<file path="src/rtl/uart_pkg.sv">
// uart_pkg: shared UART timing types, default oversample ratio and divisor helper
package uart_pkg;
  typedef enum logic [1:0] {IDLE, RUN, PEND} state_t;
  localparam int OVERSAMPLE_DEFAULT = 16;
  function automatic int default_div(input int freq, input int baud, input int os);
    return freq / (baud * os);
  endfunction
endpackage

</file>
<file path="src/rtl/uart_tick_divider.sv">
// uart_tick_divider: loadable down-counter; ports clk/rst, run (count enable), load/load_val (forced reload), period_m1 (auto reload on tick), tick (count==0 while running)
module uart_tick_divider #(
  parameter int WIDTH = 16,
  parameter logic [WIDTH-1:0] RST_VAL = '0
) (
  input  logic             clk,
  input  logic             rst,
  input  logic             run,
  input  logic             load,
  input  logic [WIDTH-1:0] load_val,
  input  logic [WIDTH-1:0] period_m1,
  output logic             tick
);
  logic [WIDTH-1:0] count;
  assign tick = run && count == '0;
  always_ff @(posedge clk or posedge rst)
    if (rst) count <= RST_VAL;
    else if (load) count <= load_val;
    else if (tick) count <= period_m1;
    else if (run) count <= count - 1'b1;
endmodule

</file>
<file path="src/rtl/uart_baud_scheduler.sv">
// uart_baud_scheduler: runtime-programmable baud tick generator; ports: clock/reset, enable_in, cfg req/div/ack/err handshake, rx_sample_tick_out, tx_bit_tick_out, div_out, running_out
module uart_baud_scheduler
  import uart_pkg::*;
#(
  parameter int SYSTM_OPERN_FREQ  = 11059200,
  parameter int DEFAULT_BAUD_RATE = 9600,
  parameter int OVERSAMPLE        = OVERSAMPLE_DEFAULT,
  parameter int DIV_WIDTH         = 16
) (
  input  logic                 systm_clock_in,
  input  logic                 systm_reset_in,
  input  logic                 enable_in,
  input  logic                 cfg_req_in,
  input  logic [DIV_WIDTH-1:0] cfg_div_in,
  output logic                 cfg_ack_out,
  output logic                 cfg_err_out,
  output logic                 rx_sample_tick_out,
  output logic                 tx_bit_tick_out,
  output logic [DIV_WIDTH-1:0] div_out,
  output logic                 running_out
);
  localparam int OSW = $clog2(OVERSAMPLE);
  localparam logic [DIV_WIDTH-1:0] DEFAULT_DIV = DIV_WIDTH'(default_div(SYSTM_OPERN_FREQ, DEFAULT_BAUD_RATE, OVERSAMPLE));
  localparam logic [OSW-1:0] OS_LAST = OSW'(OVERSAMPLE - 1);
  state_t state, nxt;
  logic [DIV_WIDTH-1:0] div_reg, load_val;
  logic [OSW-1:0] os_ctr;
  logic ack, err, loaded, rx_q, tx_q;
  logic sample, bit_now, accept, bad, apply, reject, load, running;
  assign running  = state != IDLE;
  assign bit_now  = sample && os_ctr == OS_LAST;
  // loaded blocks re-acceptance during the cycle between the divisor load and the ack
  assign accept   = cfg_req_in && !ack && !loaded;
  assign bad      = cfg_div_in == '0;
  assign load     = apply || nxt == IDLE;
  assign load_val = apply ? cfg_div_in - 1'b1 : div_reg - 1'b1;
  uart_tick_divider #(.WIDTH(DIV_WIDTH), .RST_VAL(DEFAULT_DIV - 1'b1)) u_div (
    .clk(systm_clock_in), .rst(systm_reset_in), .run(running), .load(load),
    .load_val(load_val), .period_m1(div_reg - 1'b1), .tick(sample)
  );
  always_comb begin
    nxt = state;
    apply = 1'b0;
    reject = 1'b0;
    case (state)
      IDLE: begin
        apply = accept && !bad;
        reject = accept && bad;
        nxt = enable_in ? RUN : IDLE;
      end
      RUN: begin
        reject = accept && bad;
        nxt = !enable_in ? IDLE : (accept && !bad) ? PEND : RUN;
      end
      PEND: begin
        apply = bit_now;
        nxt = !enable_in ? IDLE : bit_now ? RUN : PEND;
      end
      default: nxt = IDLE;
    endcase
  end
  always_ff @(posedge systm_clock_in or posedge systm_reset_in)
    if (systm_reset_in) state <= IDLE;
    else state <= nxt;
  always_ff @(posedge systm_clock_in or posedge systm_reset_in)
    if (systm_reset_in) begin
      div_reg <= DEFAULT_DIV;
      os_ctr <= '0;
      loaded <= 1'b0;
      ack <= 1'b0;
      err <= 1'b0;
      rx_q <= 1'b0;
      tx_q <= 1'b0;
    end else begin
      if (apply) div_reg <= cfg_div_in;
      os_ctr <= load ? '0 : !sample ? os_ctr : (os_ctr == OS_LAST) ? '0 : os_ctr + 1'b1;
      loaded <= apply;
      ack <= loaded || reject || (ack && cfg_req_in);
      err <= reject || (err && ack && cfg_req_in);
      rx_q <= sample;
      tx_q <= bit_now;
    end
  assign cfg_ack_out        = ack;
  assign cfg_err_out        = err;
  assign rx_sample_tick_out = rx_q;
  assign tx_bit_tick_out    = tx_q;
  assign div_out            = div_reg;
  assign running_out        = running;
endmodule
</file>
<file path="config.mk">
export PLATFORM = sky130hd
export DESIGN_NAME = uart_baud_scheduler
export DESIGN_NICKNAME = d
export VERILOG_FILES = /design/src/rtl/uart_pkg.sv /design/src/rtl/uart_tick_divider.sv /design/src/rtl/uart_baud_scheduler.sv
export SDC_FILE = /design/constraint.sdc
export NUM_CORES = 1
export LEC_CHECK = 0
export ABC_AREA = 1
export BUFFER_PORTS_ARGS = -buffer_cell sky130_fd_sc_hd__buf_2
export CAP_MARGIN = 40
export CORE_MARGIN = 2
export CORE_UTILIZATION = 56
export DETAILED_ROUTE_END_ITERATION = 16
export PLACE_DENSITY = 0.86
export SETUP_SLACK_MARGIN = 0.5
export SLEW_MARGIN = 20
export SYNTH_ARGS = -nofsm -noshare
export SYNTH_HDL_FRONTEND = slang
export SYNTH_SLANG_ARGS = --single-unit
</file>
<file path="constraint.sdc">
create_clock -name systm_clock_in -period 3 [get_ports systm_clock_in]
set_input_delay 0 -clock systm_clock_in [delete_from_list [all_inputs] [get_ports systm_clock_in]]
set_output_delay 0 -clock systm_clock_in [all_outputs]
set_load 0.02 [all_outputs]
</file>
==> impl_metrics.env <==
export IMPL_dieHeight_um=81.5
export IMPL_status="complete, but fails checks"
export IMPL_antenna_cells=0
export IMPL_avgSynthCellArea_um2=6.70
export IMPL_cts_root_buffer_cell="clkbuf_8"
export IMPL_r2r_start="u_div.count[0]$_DFFE_PP1P_"
export IMPL_syn_nets=527
export IMPL_synth_compound_area_share_pct=6.55
export IMPL_fin_setup_tns_ns=0
export IMPL_postPlaceCellArea_mm2=0.00358
export IMPL_ys_types=37
export IMPL_cts_tree="done"
export IMPL_cts_resized=0
export IMPL_synth_async_reset_ratio_pct=100
export IMPL_port_buffers=40
export IMPL_path_cells="dlygate4sd3_1 > buf_2 > inv_1 > ha_1 > nand2_2 > nor2_4 > nand2_2 > nand3_2 > nand3_2 > nor2_2 > nand2_1 > nand3_1"
export IMPL_crit_type="in2reg"
export IMPL_violations="negative hold slack"
export IMPL_cp_data_required_time_ns=3.24
export IMPL_wl_per_cell_um=13.9
export IMPL_tightest_slew_ns=0.559
export IMPL_synth_mux_area_share_pct=0
export IMPL_yosys_most_used_dff="dfrtp_1"
export IMPL_multi_input_area_mm2=0.00199
export IMPL_cp_slowest_stage_delay_ns=0.53
export IMPL_utilization_pct=65.5
export IMPL_startpoint="cfg_div_in[0]"
export IMPL_yosysTopAreaCell="dfrtp_1"
export IMPL_power_leakage_nw=1.93
export IMPL_initial_core_util_pct=57.5
export IMPL_antenna_found_initial=0
export IMPL_clockBufferDepth=2
export IMPL_drive_gt1_share_pct=15.6
export IMPL_grt_max_degree=46
export IMPL_overflow=0
export IMPL_synth_top_cell_area_share_pct=27.5
export IMPL_first_global_vias=3128
export IMPL_finalNetCount=580
export IMPL_max_freq_ghz=0.442
export IMPL_met1_usage_pct=37.1
export IMPL_synth_edf_count=0
export IMPL_startpoint_type="input port"
export IMPL_clkLatencyLatePin_ns=0.30
export IMPL_grt_util_met3_pct=4.29
export IMPL_drtAntennaViolNets=0
export IMPL_routed_wl_um=8790
export IMPL_busiest_layer="met2"
export IMPL_syn_inst=502
export IMPL_crit_end="u_div.count[14]$_DFFE_PP0P_"
export IMPL_crit_fanout=20
export IMPL_finalHoldViolCount=1
export IMPL_synth_most_common_cell="nand2_1"
export IMPL_slew_limit_headroom_pct=62.7
export IMPL_holdCritPathClass="in2reg"
export IMPL_r2r_cells=11
export IMPL_seqCellArea_mm2=0.00108
export IMPL_viasPerCell=5.34
export IMPL_clock_sinks=43
export IMPL_htreeDepth=2
export IMPL_area_delta_synth_final_pct=13.9
export IMPL_end_kind="register"
export IMPL_clock_skew_ns=0.0100
export IMPL_hold_slack_ns=-0.00405
export IMPL_power_density_mw_per_mm2=847
export IMPL_setup_viol=0
export IMPL_synth_xor_area_share_pct=8.07
export IMPL_synth_top_family_by_area="simple AND/OR/NAND/NOR gates"
export IMPL_arrival_ns=2.50
export IMPL_synth_area_leaders="dfrtp_1 28%, nand2_1 19%, nand3_1 8.0%"
export IMPL_ios=41
export IMPL_drc_errors=0
export IMPL_cts_buffers=5
export IMPL_maxSlewViolCount=0
export IMPL_fp_dieArea_mm2=0.00664
export IMPL_clk_pin_slew_worst_paths_ns=0.09
export IMPL_dr_pass1_iters=5
export IMPL_placementRows=28
export IMPL_netlist_area_mm2=0.00336
export IMPL_synth_seq_cells=43
export IMPL_synth_warnings=0
export IMPL_final_cell_area_mm2=0.00383
export IMPL_reg2reg_slack_ns=0.75
export IMPL_p_total_mw=3.25
export IMPL_layout_min_cycle_time_ns=2.26
export IMPL_maxCapViolations=0
export IMPL_fillers=488
export IMPL_design_core_area_mm2=0.00585
export IMPL_die_w_um=81.5
export IMPL_period_share_pct=75.5
export IMPL_synth_simple_area_share_pct=42.7
export IMPL_yosys_area_share_adder_pct=1.86
export IMPL_grt_usage_pct=28.4
export IMPL_yosys_top_cells_count="168 x nand2_1, 64 x nor2_1, 54 x nand3_1"
export IMPL_cpMaxStageDelayCell="dlygate4sd3_1"
export IMPL_rsz0062_at_grt="no"
export IMPL_grt_use_met2_pct=48.3
export IMPL_num_vias=3372
export IMPL_dp_hpwl_um=6480
export IMPL_ir_worst_vdd_v=0.000602
export IMPL_gp_congestion=0.939
export IMPL_drt_iter0_drc=302
export IMPL_grt_first_pass_wirelength_um=14500
export IMPL_yosysSeqAreaShare_pct=32.2
export IMPL_r2r_end="u_div.count[14]$_DFFE_PP0P_"
## critical path: cells and delay by family
kind	cells	cell delay [ns]
buf+inv	3	0.73
fa+ha+maj	1	0.26
simple gates	8	1.50
## per-layer routing
layer	wire length (um)	vias to the layer above
met5	0	-
met4	216	0
met3	413	27
met2	4220	123
met1	3940	1527
li1	-	1695
## where the power goes
group          switching, mW  internal [mW]
Sequential             0.269          0.833
Clock                  0.205          0.210
Combinational           1.14          0.594
Total                   1.61           1.64
## what timing repair did
item,4_1_cts,5_1_grt
buffers inserted,0,0
hold buffers,15,0
endpoints found under the hold margin,53,0
## logic make-up (layout without fill, tap and decap cells)
group                      count (synthesis)  after routing
AOI/OAI and AO/OA                         39             39
and+or+nand+nor                          322            322
xor gates and xnor gates                  31             31
DFF                                       43             43
buffers and inverters                     62            116
adders and majority gates                  5              5
## worst min path at each step
| stage | from | end | cells after the start |
|---|---|---|---|
| 3_3_place_gp | systm_reset_in | div_out[14]$_DFFE_PP0N_ | 3 |
| 4_1_cts | cfg_div_in[14] | div_out[14]$_DFFE_PP0N_ | 3 |
| 6_report | cfg_div_in[14] | div_out[14]$_DFFE_PP0N_ | 3 |
| 2_1_floorplan | cfg_div_in[3] | div_out[3]$_DFFE_PP1N_ | 2 |
| 3_5_place_dp | systm_reset_in | div_out[11]$_DFFE_PP0N_ | 3 |
| 5_1_grt | cfg_div_in[2] | div_out[2]$_DFFE_PP0N_ | 3 |
## final cells by class
class,instances,share of cell area [%]
multi-input cells,397,51.9
flip-flops and latches,43,28.3
repair buffers,57,9.53
inverters,51,5.12
clock buffers,7,2.51
well taps,75,2.45
clock inverters,1,0.196
## cell usage in the layout, fill, tap and decap left out, drive strengths merged
master,n
nand2,172
clkinv,1
buf,42
xnor2,4
a21oi,4
nor2,73
o21a,1
or2,3
dfstp,6
nand4,6
o211ai,1
nor3,4
dlygate4sd3,15
dfrtp,37
clkinvlp,1
clkbuf,7
nand3b,3
xor2,27
ha,5
nand3,58
o41ai,1
nor4,1
o21ai,31
nor3b,1
inv,50
a31oi,1
and2,1
## registers in the layout, summed over array words and instances (netlist names)
register,cells
div_out,16
u_div.count,16
os_ctr,4
state,2
cfg_ack_out,1
cfg_err_out,1
loaded,1
rx_sample_tick_out,1
tx_bit_tick_out,1
## stage by stage
stage | std cells | setup slack, ns
after floorplan | 502 | 1.32
after global placement | 608 | 0.880
after detailed placement | 608 | 0.779
after CTS | 631 | 0.749
after global routing | 631 | 0.512
final | 631 | 0.736
Power figures use the tool's default switching activity.
